===== config.mk =====
export PLATFORM = sky130hd
export DESIGN_NAME = dcache_ctrl
export DESIGN_NICKNAME = d
export VERILOG_FILES = /design/src/rtl/dcache_pkg.sv /design/src/rtl/dcache_array.sv /design/src/rtl/dcache_ctrl.sv
export SDC_FILE = /design/constraint.sdc
export NUM_CORES = 1
export LEC_CHECK = 0
export ABC_AREA = 1
export CORE_ASPECT_RATIO = 0.9
export CORE_UTILIZATION = 50
export DETAILED_ROUTE_END_ITERATION = 8
export PLACE_DENSITY_LB_ADDON = 0.25
export SYNTH_ARGS = -nofsm -noshare
export SYNTH_HDL_FRONTEND = slang
export SYNTH_SLANG_ARGS = --single-unit
export TNS_END_PERCENT = 10

===== constraint.sdc =====
create_clock -name clk -period 3.85 [get_ports clk]
set_input_delay 0.9625 -clock clk [delete_from_list [all_inputs] [get_ports clk]]
set_output_delay 0.9625 -clock clk [all_outputs]
set_load 0.02 [all_outputs]

===== src/rtl/dcache_pkg.sv =====
// dcache_pkg: shared types, widths and helpers for the data cache controller.
// Holds the FSM state enum, default geometry widths and the counter width.
package dcache_pkg;

  localparam int unsigned CNT_W     = 16;

  localparam int unsigned LINES_DEF = 8;
  localparam int unsigned WORDS_DEF = 4;
  localparam int unsigned AW_DEF    = 16;
  localparam int unsigned DW_DEF    = 16;

  localparam int unsigned OFF_W = $clog2(WORDS_DEF);
  localparam int unsigned IDX_W = $clog2(LINES_DEF);
  localparam int unsigned TAG_W = AW_DEF - OFF_W - IDX_W;

  typedef enum logic [1:0] {
    IDLE  = 2'd0,
    FILL  = 2'd1,
    WRITE = 2'd2,
    DONE  = 2'd3
  } state_e;

  // Saturating increment: holds at all-ones instead of wrapping.
  function automatic logic [CNT_W-1:0] sat_inc(
    input logic [CNT_W-1:0] v
  );
    return (&v) ? v : v + 1'b1;
  endfunction

endpackage


===== src/rtl/dcache_array.sv =====
// dcache_array: tag, valid and data storage for the direct-mapped cache.
// Ports: clk/rst, combinational read (rd_*), word write (wr_*), tag/valid write (tv_*).
module dcache_array
  import dcache_pkg::*;
#(
  parameter int unsigned LINES = LINES_DEF,
  parameter int unsigned WORDS = WORDS_DEF,
  parameter int unsigned DW    = DW_DEF,
  parameter int unsigned TW    = TAG_W,
  localparam int unsigned IW   = $clog2(LINES),
  localparam int unsigned OW   = $clog2(WORDS)
) (
  input  logic          clk,
  input  logic          rst,
  input  logic [IW-1:0] rd_idx,
  input  logic [OW-1:0] rd_off,
  output logic [TW-1:0] rd_tag,
  output logic          rd_valid,
  output logic [DW-1:0] rd_data,
  input  logic          wr_en,
  input  logic [IW-1:0] wr_idx,
  input  logic [OW-1:0] wr_off,
  input  logic [DW-1:0] wr_data,
  input  logic          tv_en,
  input  logic [IW-1:0] tv_idx,
  input  logic [TW-1:0] tv_tag,
  input  logic          tv_valid
);

  logic [DW-1:0]    data_q [LINES][WORDS];
  logic [TW-1:0]    tag_q  [LINES];
  logic [LINES-1:0] valid_q;

  assign rd_tag   = tag_q[rd_idx];
  assign rd_valid = valid_q[rd_idx];
  assign rd_data  = data_q[rd_idx][rd_off];

  always_ff @(posedge clk) begin
    if (rst) begin
      valid_q <= '0;
    end else if (tv_en) begin
      valid_q[tv_idx] <= tv_valid;
    end
  end

  // Payload storage needs no reset: valid bits gate every use.
  always_ff @(posedge clk) begin
    if (wr_en) begin
      data_q[wr_idx][wr_off] <= wr_data;
    end
    if (tv_en) begin
      tag_q[tv_idx] <= tv_tag;
    end
  end

endmodule


===== src/rtl/dcache_ctrl.sv =====
// dcache_ctrl: direct-mapped write-through no-write-allocate D-cache controller.
// Ports: pipeline side (re/we/addr/wdata/rdata/stall), memory side (mem_*), perf counters.
module dcache_ctrl
  import dcache_pkg::*;
#(
  parameter int unsigned LINES = LINES_DEF,
  parameter int unsigned WORDS = WORDS_DEF,
  parameter int unsigned AW    = AW_DEF,
  parameter int unsigned DW    = DW_DEF
) (
  input  logic             clk,
  input  logic             rst,
  input  logic             re,
  input  logic             we,
  input  logic [AW-1:0]    addr,
  input  logic [DW-1:0]    wdata,
  output logic [DW-1:0]    rdata,
  output logic             stall,
  output logic             mem_req,
  output logic             mem_we,
  output logic [AW-1:0]    mem_addr,
  output logic [DW-1:0]    mem_wdata,
  input  logic [DW-1:0]    mem_rdata,
  input  logic             mem_ack,
  output logic [CNT_W-1:0] hit_cnt,
  output logic [CNT_W-1:0] miss_cnt
);

  localparam int unsigned OW = $clog2(WORDS);
  localparam int unsigned IW = $clog2(LINES);
  localparam int unsigned TW = AW - OW - IW;
  localparam logic [OW-1:0] LAST = OW'(WORDS - 1);

  state_e           state_q;
  logic [OW-1:0]    cnt_q;
  logic             mem_req_q;
  logic             mem_we_q;
  logic [AW-1:0]    mem_addr_q;
  logic [DW-1:0]    mem_wdata_q;
  logic [CNT_W-1:0] hit_cnt_q;
  logic [CNT_W-1:0] miss_cnt_q;
  logic             refill_q;

  logic [AW-1:0] lk_addr;
  logic [OW-1:0] lk_off;
  logic [IW-1:0] lk_idx;
  logic [TW-1:0] lk_tag;
  logic [TW-1:0] rd_tag;
  logic          rd_valid;
  logic [DW-1:0] rd_data;
  logic          hit;
  logic [OW-1:0] cnt_nx;

  logic          wr_en;
  logic [OW-1:0] wr_off;
  logic [DW-1:0] wr_data;
  logic          tv_en;
  logic          tv_valid;

  // Outside IDLE the lookup follows the held memory address, so
  // fills and store-hit updates target the transaction's line.
  assign lk_addr = (state_q == IDLE) ? addr : mem_addr_q;
  assign lk_off  = lk_addr[OW-1:0];
  assign lk_idx  = lk_addr[OW +: IW];
  assign lk_tag  = lk_addr[AW-1 -: TW];
  assign hit     = rd_valid && (rd_tag == lk_tag);
  assign cnt_nx  = cnt_q + 1'b1;

  assign rdata     = rd_data;
  assign mem_req   = mem_req_q;
  assign mem_we    = mem_we_q;
  assign mem_addr  = mem_addr_q;
  assign mem_wdata = mem_wdata_q;
  assign hit_cnt   = hit_cnt_q;
  assign miss_cnt  = miss_cnt_q;

  dcache_array #(
    .LINES (LINES),
    .WORDS (WORDS),
    .DW    (DW),
    .TW    (TW)
  ) u_array (
    .clk      (clk),
    .rst      (rst),
    .rd_idx   (lk_idx),
    .rd_off   (lk_off),
    .rd_tag   (rd_tag),
    .rd_valid (rd_valid),
    .rd_data  (rd_data),
    .wr_en    (wr_en),
    .wr_idx   (lk_idx),
    .wr_off   (wr_off),
    .wr_data  (wr_data),
    .tv_en    (tv_en),
    .tv_idx   (lk_idx),
    .tv_tag   (lk_tag),
    .tv_valid (tv_valid)
  );

  always_comb begin
    stall = 1'b0;
    if (!rst) begin
      case (state_q)
        IDLE:        stall = we || (re && !hit);
        FILL, WRITE: stall = 1'b1;
        default:     stall = 1'b0;
      endcase
    end
  end

  always_comb begin
    wr_en    = 1'b0;
    wr_off   = cnt_q;
    wr_data  = mem_rdata;
    tv_en    = 1'b0;
    tv_valid = 1'b0;
    if (!rst) begin
      case (state_q)
        IDLE: begin
          // Invalidate up front so a half-filled line never hits.
          tv_en = !we && re && !hit;
        end
        FILL: begin
          wr_en    = mem_ack;
          tv_en    = mem_ack && (cnt_q == LAST);
          tv_valid = 1'b1;
        end
        WRITE: begin
          wr_en   = mem_ack && hit;
          wr_off  = lk_off;
          wr_data = mem_wdata_q;
        end
        default: ;
      endcase
    end
  end

  always_ff @(posedge clk) begin
    if (rst) begin
      state_q     <= IDLE;
      cnt_q       <= '0;
      mem_req_q   <= 1'b0;
      mem_we_q    <= 1'b0;
      mem_addr_q  <= '0;
      mem_wdata_q <= '0;
      hit_cnt_q   <= '0;
      miss_cnt_q  <= '0;
      refill_q    <= 1'b0;
    end else begin
      case (state_q)
        IDLE: begin
          refill_q <= 1'b0;
          if (we) begin
            mem_req_q   <= 1'b1;
            mem_we_q    <= 1'b1;
            mem_addr_q  <= addr;
            mem_wdata_q <= wdata;
            state_q     <= WRITE;
          end else if (re && hit) begin
            // The replayed load after a fill was already a miss.
            if (!refill_q) hit_cnt_q <= sat_inc(hit_cnt_q);
          end else if (re) begin
            miss_cnt_q <= sat_inc(miss_cnt_q);
            mem_req_q  <= 1'b1;
            mem_we_q   <= 1'b0;
            mem_addr_q <= {lk_tag, lk_idx, {OW{1'b0}}};
            cnt_q      <= '0;
            state_q    <= FILL;
          end
        end
        FILL: begin
          if (mem_ack) begin
            if (cnt_q != LAST) begin
              cnt_q      <= cnt_nx;
              mem_addr_q <= {mem_addr_q[AW-1:OW], cnt_nx};
            end else begin
              mem_req_q <= 1'b0;
              refill_q  <= 1'b1;
              state_q   <= IDLE;
            end
          end
        end
        WRITE: begin
          if (mem_ack) begin
            mem_req_q <= 1'b0;
            mem_we_q  <= 1'b0;
            state_q   <= DONE;
          end
        end
        DONE: begin
          state_q <= IDLE;
        end
        default: begin
          state_q <= IDLE;
        end
      endcase
    end
  end

endmodule


; Word-level counts from Yosys, hierarchy flattened
; Memory sizes are Yosys's and may differ from the RTL's.
; Cells that the tools add are included.
[classes]
n_reduce_logical = 30
eq_ne = 16
n_addsub = 3
n_lt_le_gt_ge = 5
n_bitwise = 8
n_mux = 60
[op_table]
columns = op, count
row1 = $mux W16, 9
row2 = $mux W64, 1
row3 = $add A16 B1 Y16 const B, 2
row4 = $bmux W16 S2, 1
row5 = $demux W16 S2, 1
row6 = $pmux W16 S2, 1
row7 = $reduce_and A16 Y1, 2
row8 = $mux W2, 15
row9 = $mux W1, 21
row10 = $reduce_and A5 Y1, 4
row11 = $ne A2 B2 Y1 const B, 9
row12 = $reduce_and A6 Y1, 2
row13 = $eq A11 B11 Y1, 1
row14 = $pmux W1 S2, 5
row15 = $logic_and A1 B1 Y1, 9
row16 = $bwmux W8, 1
row17 = $pmux W2 S4, 1
row18 = $reduce_and A4 Y1, 2
row19 = $eq A2 B2 Y1 const B, 3
row20 = $ge A3 B3 Y1 const B, 2
row21 = $ne A3 B3 Y1 const B, 2
row22 = $not A1 Y1, 6
row23 = $not A2 Y3, 2
row24 = $reduce_bool A2 Y1, 3
row25 = 16 further kinds, 17
[word_totals]
regBits = 79
n_memories = 2
mem_bits_rw = 600
wordCells = 135
inputBits = 53
out_inout_bits = 83
[mem_list]
columns = memory, words, width, rd, rd_clocked_by_memory_dff, wr, line_no
row1 = u_array.data_q, 8, 64, 1, 0, 1, dcache_array.sv:30  ; logic [DW-1:0] data_q [LINES][WORDS];
row2 = u_array.tag_q, 8, 11, 1, 0, 1, dcache_array.sv:31  ; logic [TW-1:0] tag_q [LINES];

; Depth between registers and ports, before layout
; Gate-level depths: netlist (run 1).
[depth]
word_depth = 11
ltp_mapped = 26
mapped_depth_nobuf = 24

; By module
; Synthesis (run 1) repeated with hierarchy kept, for this count alone.
[unflattened]
hier_cells = 2851
hier_area_um2 = 29330.6
[modules_own_cells]
columns = mod, area_each_um2, cells_each, n_inst
row1 = dcache_array, 24798.8, 2111, 1
row2 = dcache_ctrl, 4531.8, 740, 1

; Worst setup path after synthesis (run 1)
; Ideal clock, no wire load.
[synth_path]
kind = input to output
startpoint = in addr[3]
endpoint = out rdata[4]
required_time_ps = 2888
n_path_buf = 3
slack_ps = 54
arrival_time_ps = 2834
stages = 13
path_cell_list = inv_1 -> nand2_1 -> nand2_2 -> buf_6 -> nor2_8 -> nand2_1 -> clkinv_1 -> buf_2 -> buf_1 -> nand2_1 -> nand4_1 -> nor2_1 -> o21ai_0
[synth_between]
elab_chain_len = 5
[synth_lines]
columns = item, line_no
row1 = start: declaration, dcache_ctrl.sv:15  ; input logic [AW-1:0] addr,
row2 = $mux W16, dcache_ctrl.sv:62  ; assign lk_addr = (state_q == IDLE) ? addr : mem_addr_q;
row3 = $mem_v2 Z8 W64, --
row4 = $bmux W16 S2, dcache_array.sv:36  ; assign rd_data = data_q[rd_idx][rd_off];
row5 = $mux W16 (not written as such) (2 in series), dcache_array.sv:36
row6 = end: declaration, dcache_ctrl.sv:17  ; output logic [DW-1:0] rdata,
; No other way between the ends. The select of a mux whose other input is x is not followed.

; Final worst setup path (run 1)
[layout_path]
startpoint = reg state_q[1]
endpoint = out rdata[13]
[layout_between]
elab_chain_len = 6
word_cells_on_any_way = 7
classes_between = 4 x mux / 1 x bitwise / 1 x reduce/logical / 1 x memory
[layout_lines]
columns = item, line_no
row1 = start: declaration, dcache_ctrl.sv:34  ; state_e state_q;
row2 = start signal: assignment, dcache_ctrl.sv:140  ; state_q <= IDLE;
row3 = start signal: assignment, dcache_ctrl.sv:158  ; state_q <= WRITE;
row4 = start signal: assignment, dcache_ctrl.sv:168  ; state_q <= FILL;
row5 = $logic_not A2 Y1 *, dcache_ctrl.sv:62
row6 = $mux W16 *, dcache_ctrl.sv:62
row7 = $mem_v2 Z8 W64 or $not A2 Y3 (tied branches), --
row8 = $bmux W16 S2 *, dcache_array.sv:36
row9 = $mux W16 (not written as such) * (2 in series), dcache_array.sv:36
; Mark *: on every way between the ends. The rest lies on a longest branch, timed or not. The select of a mux whose other input is x is not followed.

==> results.py, run 1 <==
metrics = {
    "outcome": {
        "outcome": "finished with violations",
        "failed_checks": "setup timing",
    },
    "detailed_routing": {
        "routed_via_density": 5.91,
        "first_iter_violations": 2363,
        "routed_wire_length_per_instance_um": 23.7,
        "first_pass_iters": 5,
        "totalWireLength_um": 78600,
        "drt_drc_violations_left": 0,
        "route.antenna.remaining_nets": 0,
        "route.vias.total": 19585,
    },
    "clocking": {
        "cts.hold.buffers_added": 0,
        "cts.sinks": 679,
        "worstSkewPairLatency_ps": 630,
        "cts.clk_slew.worst_paths_ps": 60,
        "tritoncts": "yes",
        "longest_clk_path_bufs": 3,
        "clock_tree.htree_level_count": 3,
        "cts-buffers-inserted": 68,
        "cts_root_buf": "sky130_fd_sc_hd__clkbuf_16",
    },
    "placed_design": {
        "detailed_place.area_um2": 31800,
        "gpl.final_weighted_congestion": 0.885,
        "placement.io_buffers": 135,
        "preCtsSetupSlack_ps": -1050,
        "dp_hpwl_um": 49400,
    },
    "power": {
        "design_power_total_mw": 29.8,
        "vdd_ir_drop_max_mv": 0.480,
        "p_per_cell_area_nw_per_um2": 851,
        "leak_pwr_nw": 12.5,
    },
    "worst_setup_path": {
        "crit_top_cell": "sky130_fd_sc_hd__nand2_4",
        "rr_endpoint": "u_array.data_q[4][18]",
        "critical_path_class": "flip-flop to primary output",
        "r2r_setup_slack_ps": 140,
        "cp_data_required_time_ps": 2890,
        "critical_path.endpoint_type": "primary output",
        "slowest_cp_cell": "sky130_fd_sc_hd__o211ai_1",
        "startpoint": "state_q[1]",
        "worstRegToRegCells": 24,
        "setup.worst_path.end": "rdata[13]",
        "worst_r2r_startpoint": "state_q[1]",
        "path_max_fanout": 6,
        "cp_data_arrival_time_ps": 3210,
        "cp-start-kind": "flip-flop",
        "crit_path_cell_trace": "inv_2, ha_4, buf_6, nand2_4, nand2_4, nor2_4, nand2_4, inv_6, buf_12, buf_12, a22o_1, a221oi_2, nand4_1, o211ai_1, nand2_1, buf_6",
        "max_stage_delay_ps": 400,
    },
    "finish": {
        "n_antenna_cell": 0,
        "postLayoutCellArea_um2": 35100,
        "nets": 2621,
        "layout-drive-gt1-share_pct": 22.4,
        "fin_util_pct": 65.8,
        "ff_latch_area_um2": 19600,
        "area_overhead_of_the_layout_relative_to_synthesis_pct": 29.3,
        "final.fill_count": 3814,
        "multi_input_comb_area_um2": 7210,
    },
    "grt": {
        "gr_usage_total_pct": 28.2,
        "antenna_found_initial": 1,
        "grt_first_pass_wirelength_um": 116000,
        "via_count_of_the_first_global_routing_pass": 19170,
        "grt_start_max_net_pins": 59,
        "grt-ovfl-total": 0,
    },
    "floorplan": {
        "die_footprint_um2": 55200,
        "rows": 80,
        "die_h_um": 223,
        "floorplan.initialDensity_pct": 50.9,
        "core_area_um2": 53300,
        "io_pins": 136,
        "die_x_um": 247,
    },
    "timing": {
        "fin_setup_tns_ps": -4090,
        "worst_slew_margin_rel_pct": 43.5,
        "achievable-frequency_ghz": 0.239,
        "timing.clock.skew_ps": 33.0,
        "period_minus_slack_ps": 4180,
        "tightestPinTransition_ps": 847,
        "finalMaxSlewViolations": 0,
        "final_critical_path_share_of_the_clock_period_pct": 108,
        "grt_setup_unrepaired": "true",
        "post-route-worst-setup-slack_ps": -326,
        "finalHoldViolations": 0,
        "report.final.setup_viol": 17,
    },
    "hold_path": {
        "holdCritPathClass": "flip-flop to flip-flop",
    },
    "run": {
        "drv.max_cap_violation_count": 0,
    },
    "yosys": {
        "synth_async_sr_flop_share_pct": 0,
        "synth_top_flop_cell": "sky130_fd_sc_hd__edfxtp_1",
        "synth_area_um2": 27100,
        "synth_enable_flop_cells": 600,
        "post_synth_num_cell_types": 41,
        "synth_nets": 2213,
        "post_synth_inst_count": 2153,
        "seq_area_frac_synth_pct": 72.3,
        "ys_seq_elements": 679,
        "avg_synthesized_cell_area_um2": 12.6,
        "yosys_warnings": 0,
    },
}
==> metrics by stage <==
stage / hold slack (ps) / cells
floorplan: 441 / 2153
global placement: 455 / 3154
detailed placement: 463 / 3154
CTS: 481 / 3296
global route: 504 / 3312
finish: 477 / 3312
==> where the power goes <==
part / internal [mW] / switching (mW) / total, mW
logic: 5.98 / 8.44 / 14.4
clock network: 3.79 / 2.83 / 6.61
registers: 8.68 / 0.125 / 8.80
total: 18.4 / 11.4 / 29.8
==> cell usage after synthesis, drive strengths merged (25+ instances only) <==
| master | instances | area [um^2] |
|---|---|---|
| a21oi | 89 | 468 |
| buf | 46 | 255 |
| nand2 | 455 | 1770 |
| a22o | 25 | 219 |
| nor2 | 153 | 628 |
| a22oi | 110 | 826 |
| clkbuf | 54 | 203 |
| dfxtp | 79 | 1580 |
| nand4 | 80 | 500 |
| inv | 125 | 472 |
| edfxtp | 600 | 18000 |
| nand3 | 91 | 468 |
| a221oi | 32 | 280 |
| o21ai | 103 | 515 |
==> per-layer routing <==
metal / GRT usage [%] / share of wire, %
met3: 5.16 / 8.6
met1: 38.6 / 40
met5: 0 / 0
met2: 45.2 / 48
met4: 9.99 / 3.4
==> registers in the layout (all words and copies together), names as in the netlist, 2 cells and up <==
signal	cells
u_array.data_q	512
mem_addr	16
u_array.valid_q	8
u_array.tag_q	88
mem_wdata	16
state_q	2
hit_cnt	16
miss_cnt	16
cnt_q	2
==> cell type report <==
type	instances	share of cell area [%]
tap	697	2.49
inverter	128	1.46
sequential	679	55.9
timing repair buffer	438	13.3
clock buffer	85	5.10
clock inverter	39	1.14
multi-input combinational	1246	20.6
==> cell usage in the layout, fill, tap and decap left out, types with 78 or more instances in the layout <==
cell type / netlist / layout
sky130_fd_sc_hd__a21oi_1: 83 / 78
sky130_fd_sc_hd__buf_4: 12 / 208
sky130_fd_sc_hd__nand4_1: 80 / 80
sky130_fd_sc_hd__edfxtp_1: 600 / 600
sky130_fd_sc_hd__clkdlybuf4s50_1: 0 / 115
sky130_fd_sc_hd__nor2_1: 145 / 131
sky130_fd_sc_hd__nand3_1: 90 / 88
sky130_fd_sc_hd__a22oi_1: 110 / 99
sky130_fd_sc_hd__inv_1: 119 / 112
sky130_fd_sc_hd__nand2_1: 436 / 408
==> worst min-delay path by stage <==
stage	from	end	slack (ps)	cells after the start
2_1_floorplan	refill_q	refill_q	440	2
3_3_place_gp	mem_addr[14]	mem_addr[14]	460	2
3_5_place_dp	mem_addr[13]	mem_addr[13]	460	2
4_1_cts	mem_addr[11]	mem_addr[11]	480	2
5_1_grt	mem_addr[14]	mem_addr[14]	500	2
6_report	mem_addr[13]	mem_addr[13]	480	2
==> repair_timing <==
item | CTS | global route
resized for setup | 163 | 128
pin swaps | 38 | 88
gates cloned | 2 | 3
setup endpoints to repair | 54 | 209
buffers inserted | 19 | 15
==> cell families after synthesis <==
group                    Yosys count  synth area share [%]
AO/OA/AOI/OAI                    399                  9.65
buffers and inverters            228                  3.47
AND/OR/NAND/NOR                  802                  12.9
XOR/XNOR                          22                 0.711
adder cells (fa/ha/maj)            7                 0.323
flip-flops                       679                  72.3
multiplexers                      16                 0.665
==> worst max-delay path: cells and delay by family, from the launching register on <==
family	cells	cell delay [ps]
AOI/OAI and AO/OA	3	820
buffers and inverters	6	670
and+or+nand+nor	6	560
DFF	1	320
adders and majority gates	1	230
No activity file was read; power rests on OpenSTA's default activity.
==> inputs of run 2 (changes only) <==
- RECOVER_POWER: unset -> 100
==> run 2 against run 1 <==
  * The run still ends with setup timing left
  * Worst setup slack got worse by 2.0 ps
  * Hold slack is the same
  * Die area unchanged
  * Wire length about the same
  * Clock skew is essentially flat
  * Utilization is essentially flat
  * Flip-flop and latch count did not move
  * Sequential share of layout area is essentially flat
  * Cell count is the same
  * Combinational power barely moved
  * Maximum frequency hardly changed
  * Via count about the same
  * Largest power group unchanged
==> results.py, run 2 (synthesized netlist as in run 1, its figures left out) <==
metrics = {
    "timing": {
        "tightestPinTransition_ps": 846,
        "report.final.setup_viol": 17,
        "grt_setup_unrepaired": "true",
        "finalHoldViolations": 0,
        "finalMaxSlewViolations": 0,
        "worst_slew_margin_rel_pct": 43.6,
        "fin_setup_tns_ps": -4110,
        "post-route-worst-setup-slack_ps": -328,
        "achievable-frequency_ghz": 0.239,
        "final_critical_path_share_of_the_clock_period_pct": 109,
        "period_minus_slack_ps": 4180,
        "timing.clock.skew_ps": 32.7,
    },
    "clocking": {
        "cts_root_buf": "sky130_fd_sc_hd__clkbuf_16",
        "cts-buffers-inserted": 68,
        "cts.clk_slew.worst_paths_ps": 60,
        "cts.sinks": 679,
        "worstSkewPairLatency_ps": 630,
        "tritoncts": "yes",
        "longest_clk_path_bufs": 3,
        "clock_tree.htree_level_count": 3,
    },
    "detailed_routing": {
        "routed_wire_length_per_instance_um": 23.7,
        "routed-wl-met3_um": 6730,
        "first_iter_violations": 2363,
        "topRoutingLayerUsed": "met4",
        "totalWireLength_um": 78600,
        "route.met2.wl_um": 37900,
        "first_pass_iters": 6,
        "routed_via_density": 5.92,
        "route.vias.total": 19603,
        "route.antenna.remaining_nets": 0,
        "m1WireLength_um": 31200,
        "drt_drc_violations_left": 0,
    },
    "outcome": {
        "outcome": "finished with violations",
        "failed_checks": "setup timing",
    },
    "finish": {
        "layout-drive-gt1-share_pct": 22.3,
        "n_antenna_cell": 0,
        "biggestRegsByFlops": "u_array.data_q x512, u_array.tag_q x88",
        "largest_reg_flops": 512,
        "ff_latch_area_um2": 19600,
        "postLayoutCellArea_um2": 35100,
        "most-common-layout-cells": "sky130_fd_sc_hd__edfxtp_1 (600), sky130_fd_sc_hd__nand2_1 (408), sky130_fd_sc_hd__buf_4 (207)",
        "non_filler_instance_count_after_layout": 3312,
        "regMostFlops": "u_array.data_q",
        "leading_cell_type_in_the_layout_fill_and_taps_excluded": "sky130_fd_sc_hd__edfxtp_1",
        "final.fill_count": 3814,
        "nets": 2621,
        "area_overhead_of_the_layout_relative_to_synthesis_pct": 29.3,
        "multi_input_comb_area_um2": 7210,
    },
    "worst_setup_path": {
        "critical_path.endpoint_type": "primary output",
        "crit_path_cell_trace": "inv_2, ha_4, buf_6, nand2_4, nand2_4, nor2_4, nand2_4, inv_6, buf_12, buf_12, a22o_1, a221oi_2, nand4_1, o211ai_1, nand2_1, buf_6",
        "cp_data_required_time_ps": 2890,
        "path_max_fanout": 6,
        "max_stage_delay_ps": 400,
        "cp-start-kind": "flip-flop",
        "critical_path_class": "flip-flop to primary output",
        "crit_top_cell": "sky130_fd_sc_hd__nand2_4",
        "slowest_cp_cell": "sky130_fd_sc_hd__o211ai_1",
        "cp_data_arrival_time_ps": 3220,
    },
    "grt": {
        "gr_usage_total_pct": 28.2,
        "via_count_of_the_first_global_routing_pass": 19170,
        "grt_first_pass_wirelength_um": 116000,
        "grt-ovfl-total": 0,
        "grt_start_max_net_pins": 59,
        "antenna_found_initial": 1,
    },
    "placed_design": {
        "placement.io_buffers": 135,
        "detailed_place.area_um2": 31800,
        "gpl.final_weighted_congestion": 0.885,
        "preCtsSetupSlack_ps": -1050,
        "place.detailed.instances": 3154,
        "dp_hpwl_um": 49400,
    },
    "hold_path": {
        "holdCritPathClass": "flip-flop to flip-flop",
    },
    "power": {
        "vdd_ir_drop_max_mv": 0.479,
        "leak_pwr_nw": 12.5,
        "p_per_cell_area_nw_per_um2": 851,
        "design_power_total_mw": 29.8,
    },
    "run": {
        "drv.max_cap_violation_count": 0,
    },
    "floorplan": {
        "die_h_um": 223,
        "rows": 80,
        "die_footprint_um2": 55200,
        "die_x_um": 247,
        "io_pins": 136,
        "core_area_um2": 53300,
        "floorplan.initialDensity_pct": 50.9,
    },
}
## run 2: final cells by class
| type | instances | area share [%] |
|---|---|---|
| clock inverter | 39 | 1.14 |
| multi-input combinational | 1246 | 20.6 |
| sequential | 679 | 55.9 |
| clock buffer | 85 | 5.10 |
| timing repair buffer | 438 | 13.3 |
| tap | 697 | 2.49 |
| inverter | 128 | 1.46 |
## run 2: worst paths after layout
path                      from               endpoint  slack (ps)  cells past startpoint
setup / recovery    state_q[1]              rdata[13]        -330                     16
hold / removal    mem_addr[13]           mem_addr[13]         480                      2
hold reg to reg   mem_addr[13]           mem_addr[13]         480                      2
setup reg to reg    state_q[1]  u_array.data_q[4][18]         140                     24
## run 2: timing repair
| action | in CTS | in global routing |
|---|---|---|
| resized for setup | 163 | 128 |
| hold buffers | 0 | 0 |
| hold endpoints to repair | 0 | 0 |
| cloned | 2 | 3 |
| setup endpoints to repair | 54 | 209 |
| pin swaps | 38 | 88 |
| buffers inserted | 19 | 15 |
## run 2: worst max-delay path: cells and delay by family, from the launching register on
kind | cells | cell delay [ps]
DFF | 1 | 320
and+or+nand+nor | 6 | 560
adders and majority gates | 1 | 230
AOI/OAI and AO/OA | 3 | 820
buffers and inverters | 6 | 670
## run 2: routing by layer
metal / track usage, % / vias up
li1: - / 8739
met4: 9.99 / 0
met3: 5.16 / 180
met1: 38.6 / 9692
met5: 0 / -
met2: 45.2 / 992
## run 2: metrics by stage
| step | utilization (%) | hold slack [ps] |
|---|---|---|
| finish | 65.8 | 477 |
| global route | 65.8 | 504 |
| CTS | 64.6 | 481 |
| floorplan | - | 441 |
| detailed placement | 59.7 | 463 |
| global placement | 59.7 | 455 |
## run 2: where the power goes
group / switching [mW] / internal, mW
logic: 8.44 / 5.98
registers: 0.125 / 8.68
clock network: 2.83 / 3.79
==> inputs of run 3 (changes only) <==
- GPL_ROUTABILITY_DRIVEN: unset -> 0
==> run 3 against run 2 <==
  * The flow still finishes with violations (setup timing)
  * Via count up 0.97%
  * Sequential power about the same
  * Maximum frequency down 2.7%
  * First-iteration DRC count down 6.4%
  * Clock power up 5.6%
==> results.py, run 3 (synthesized netlist as in run 1, its figures left out) <==
metrics = {
    "run": {
        "drv.max_cap_violation_count": 0,
    },
    "grt": {
        "grt_start_max_net_pins": 59,
        "gr_usage_total_pct": 28.0,
        "grt_first_pass_wirelength_um": 115000,
        "antenna_found_initial": 1,
        "grt-ovfl-total": 0,
        "via_count_of_the_first_global_routing_pass": 19255,
    },
    "floorplan": {
        "io_pins": 136,
        "core_area_um2": 53300,
        "rows": 80,
        "die_footprint_um2": 55200,
        "die_h_um": 223,
        "floorplan.initialDensity_pct": 50.9,
        "die_x_um": 247,
    },
    "timing": {
        "grt_setup_unrepaired": "true",
        "hold-worst-slack_ps": 477,
        "period_minus_slack_ps": 4290,
        "finalHoldViolations": 0,
        "timing.clock.skew_ps": 28.7,
        "report.final.setup_viol": 17,
        "fin_setup_tns_ps": -5260,
        "final_critical_path_share_of_the_clock_period_pct": 112,
        "worst_slew_margin_rel_pct": 44.5,
        "tightestPinTransition_ps": 832,
        "post-route-worst-setup-slack_ps": -445,
        "achievable-frequency_ghz": 0.233,
        "finalMaxSlewViolations": 0,
    },
    "power": {
        "vdd_ir_drop_max_mv": 0.578,
        "p_per_cell_area_nw_per_um2": 854,
        "leak_pwr_nw": 12.7,
    },
    "detailed_routing": {
        "first_iter_violations": 2212,
        "drt_drc_violations_left": 0,
        "first_pass_iters": 5,
        "totalWireLength_um": 78400,
        "routed_wire_length_per_instance_um": 23.4,
        "route.vias.total": 19793,
        "route.antenna.remaining_nets": 0,
        "routed_via_density": 5.92,
    },
    "clocking": {
        "cts.hold.buffers_added": 0,
        "tritoncts": "yes",
        "cts.sinks": 679,
        "cts-buffers-inserted": 71,
        "cts.clk_slew.worst_paths_ps": 60,
        "longest_clk_path_bufs": 3,
        "clock_tree.htree_level_count": 3,
        "worstSkewPairLatency_ps": 620,
        "cts_root_buf": "sky130_fd_sc_hd__clkbuf_16",
    },
    "finish": {
        "nets": 2651,
        "most-common-layout-cells": "sky130_fd_sc_hd__edfxtp_1 (600), sky130_fd_sc_hd__nand2_1 (414), sky130_fd_sc_hd__buf_4 (246)",
        "final.fill_count": 3748,
        "leading_cell_type_in_the_layout_fill_and_taps_excluded": "sky130_fd_sc_hd__edfxtp_1",
        "biggestRegsByFlops": "u_array.data_q x512, u_array.tag_q x88",
        "largest_reg_flops": 512,
        "n_antenna_cell": 0,
        "multi_input_comb_area_um2": 7190,
        "layout-drive-gt1-share_pct": 23.5,
        "postLayoutCellArea_um2": 35400,
        "regMostFlops": "u_array.data_q",
        "ff_latch_area_um2": 19600,
        "area_overhead_of_the_layout_relative_to_synthesis_pct": 30.5,
        "non_filler_instance_count_after_layout": 3345,
    },
    "hold_path": {
        "holdCritPathClass": "flip-flop to flip-flop",
    },
    "outcome": {
        "failed_checks": "setup timing",
        "outcome": "finished with violations",
    },
    "worst_setup_path": {
        "cp_data_arrival_time_ps": 3330,
        "critical_path_class": "flip-flop to primary output",
        "path_max_fanout": 7,
        "critical_path.endpoint_type": "primary output",
        "cp-start-kind": "flip-flop",
        "cp_data_required_time_ps": 2890,
    },
    "placed_design": {
        "placement.io_buffers": 135,
        "detailed_place.area_um2": 31600,
        "dp_hpwl_um": 48100,
        "place.detailed.instances": 3150,
    },
}
run 3: final timing paths:
check              start                     to  slack (ps)  cells past startpoint
max reg2reg   state_q[0]  u_array.data_q[0][30]         110                     25
max           state_q[0]               rdata[9]        -440                     16
min          hit_cnt[14]            hit_cnt[14]         480                      2
min reg2reg  hit_cnt[14]            hit_cnt[14]         480                      2
run 3: what timing repair did:
item                       in CTS  in global routing
setup buffers                  39                 22
pin swaps                      41                 67
setup endpoints to repair      23                397
gates cloned                    4                  4
resized for setup             142                131
run 3: per-layer routing:
| layer | global-route usage (%) | wire length [um] | up-vias |
|---|---|---|---|
| met1 | 38.6 | 31700 | 9806 |
| met5 | 0 | 0 | - |
| met3 | 4.98 | 6920 | 154 |
| met4 | 9.18 | 2160 | 0 |
| li1 | - | - | 8801 |
| met2 | 45.3 | 37600 | 1032 |
run 3: critical path, stage by stage, from the launching register on:
cell and delay (ps):
sky130_fd_sc_hd__dfxtp_2 330, sky130_fd_sc_hd__inv_2 50, sky130_fd_sc_hd__ha_4 170, sky130_fd_sc_hd__buf_12 140, sky130_fd_sc_hd__clkinv_8 80, sky130_fd_sc_hd__nand2_1 110, sky130_fd_sc_hd__nand2_4 150, sky130_fd_sc_hd__nor2_8 70
sky130_fd_sc_hd__nand2_4 80, sky130_fd_sc_hd__inv_6 50, sky130_fd_sc_hd__bufbuf_16 270, sky130_fd_sc_hd__buf_4 140, sky130_fd_sc_hd__a22oi_2 200, sky130_fd_sc_hd__nand4_1 130, sky130_fd_sc_hd__o211ai_1 410, sky130_fd_sc_hd__nand2_1 170
sky130_fd_sc_hd__buf_6 160
run 3: layout make-up:
class	instances	area share, %
sequential	679	55.4
multi-input combinational	1246	20.3
timing repair buffer	465	13.7
clock buffer	94	5.56
tap	697	2.47
inverter	128	1.47
clock inverter	36	1.12
run 3: per-stage QoR:
stage	power [mW]	util, %	worst slack [ps]
global placement	21.0	59.4	-1040
CTS	28.8	65.2	-380
finish	30.2	66.4	-445
detailed placement	21.1	59.4	-1070
global route	31.4	66.4	-533
floorplan	15.1	-	53.7
run 3: power breakdown:
part	leakage [nW]	total (mW)	switching [mW]	internal, mW
clock	1.16	6.98	2.83	4.15
sequential	6.05	8.80	0.123	8.68
combinational	5.52	14.4	8.46	5.98
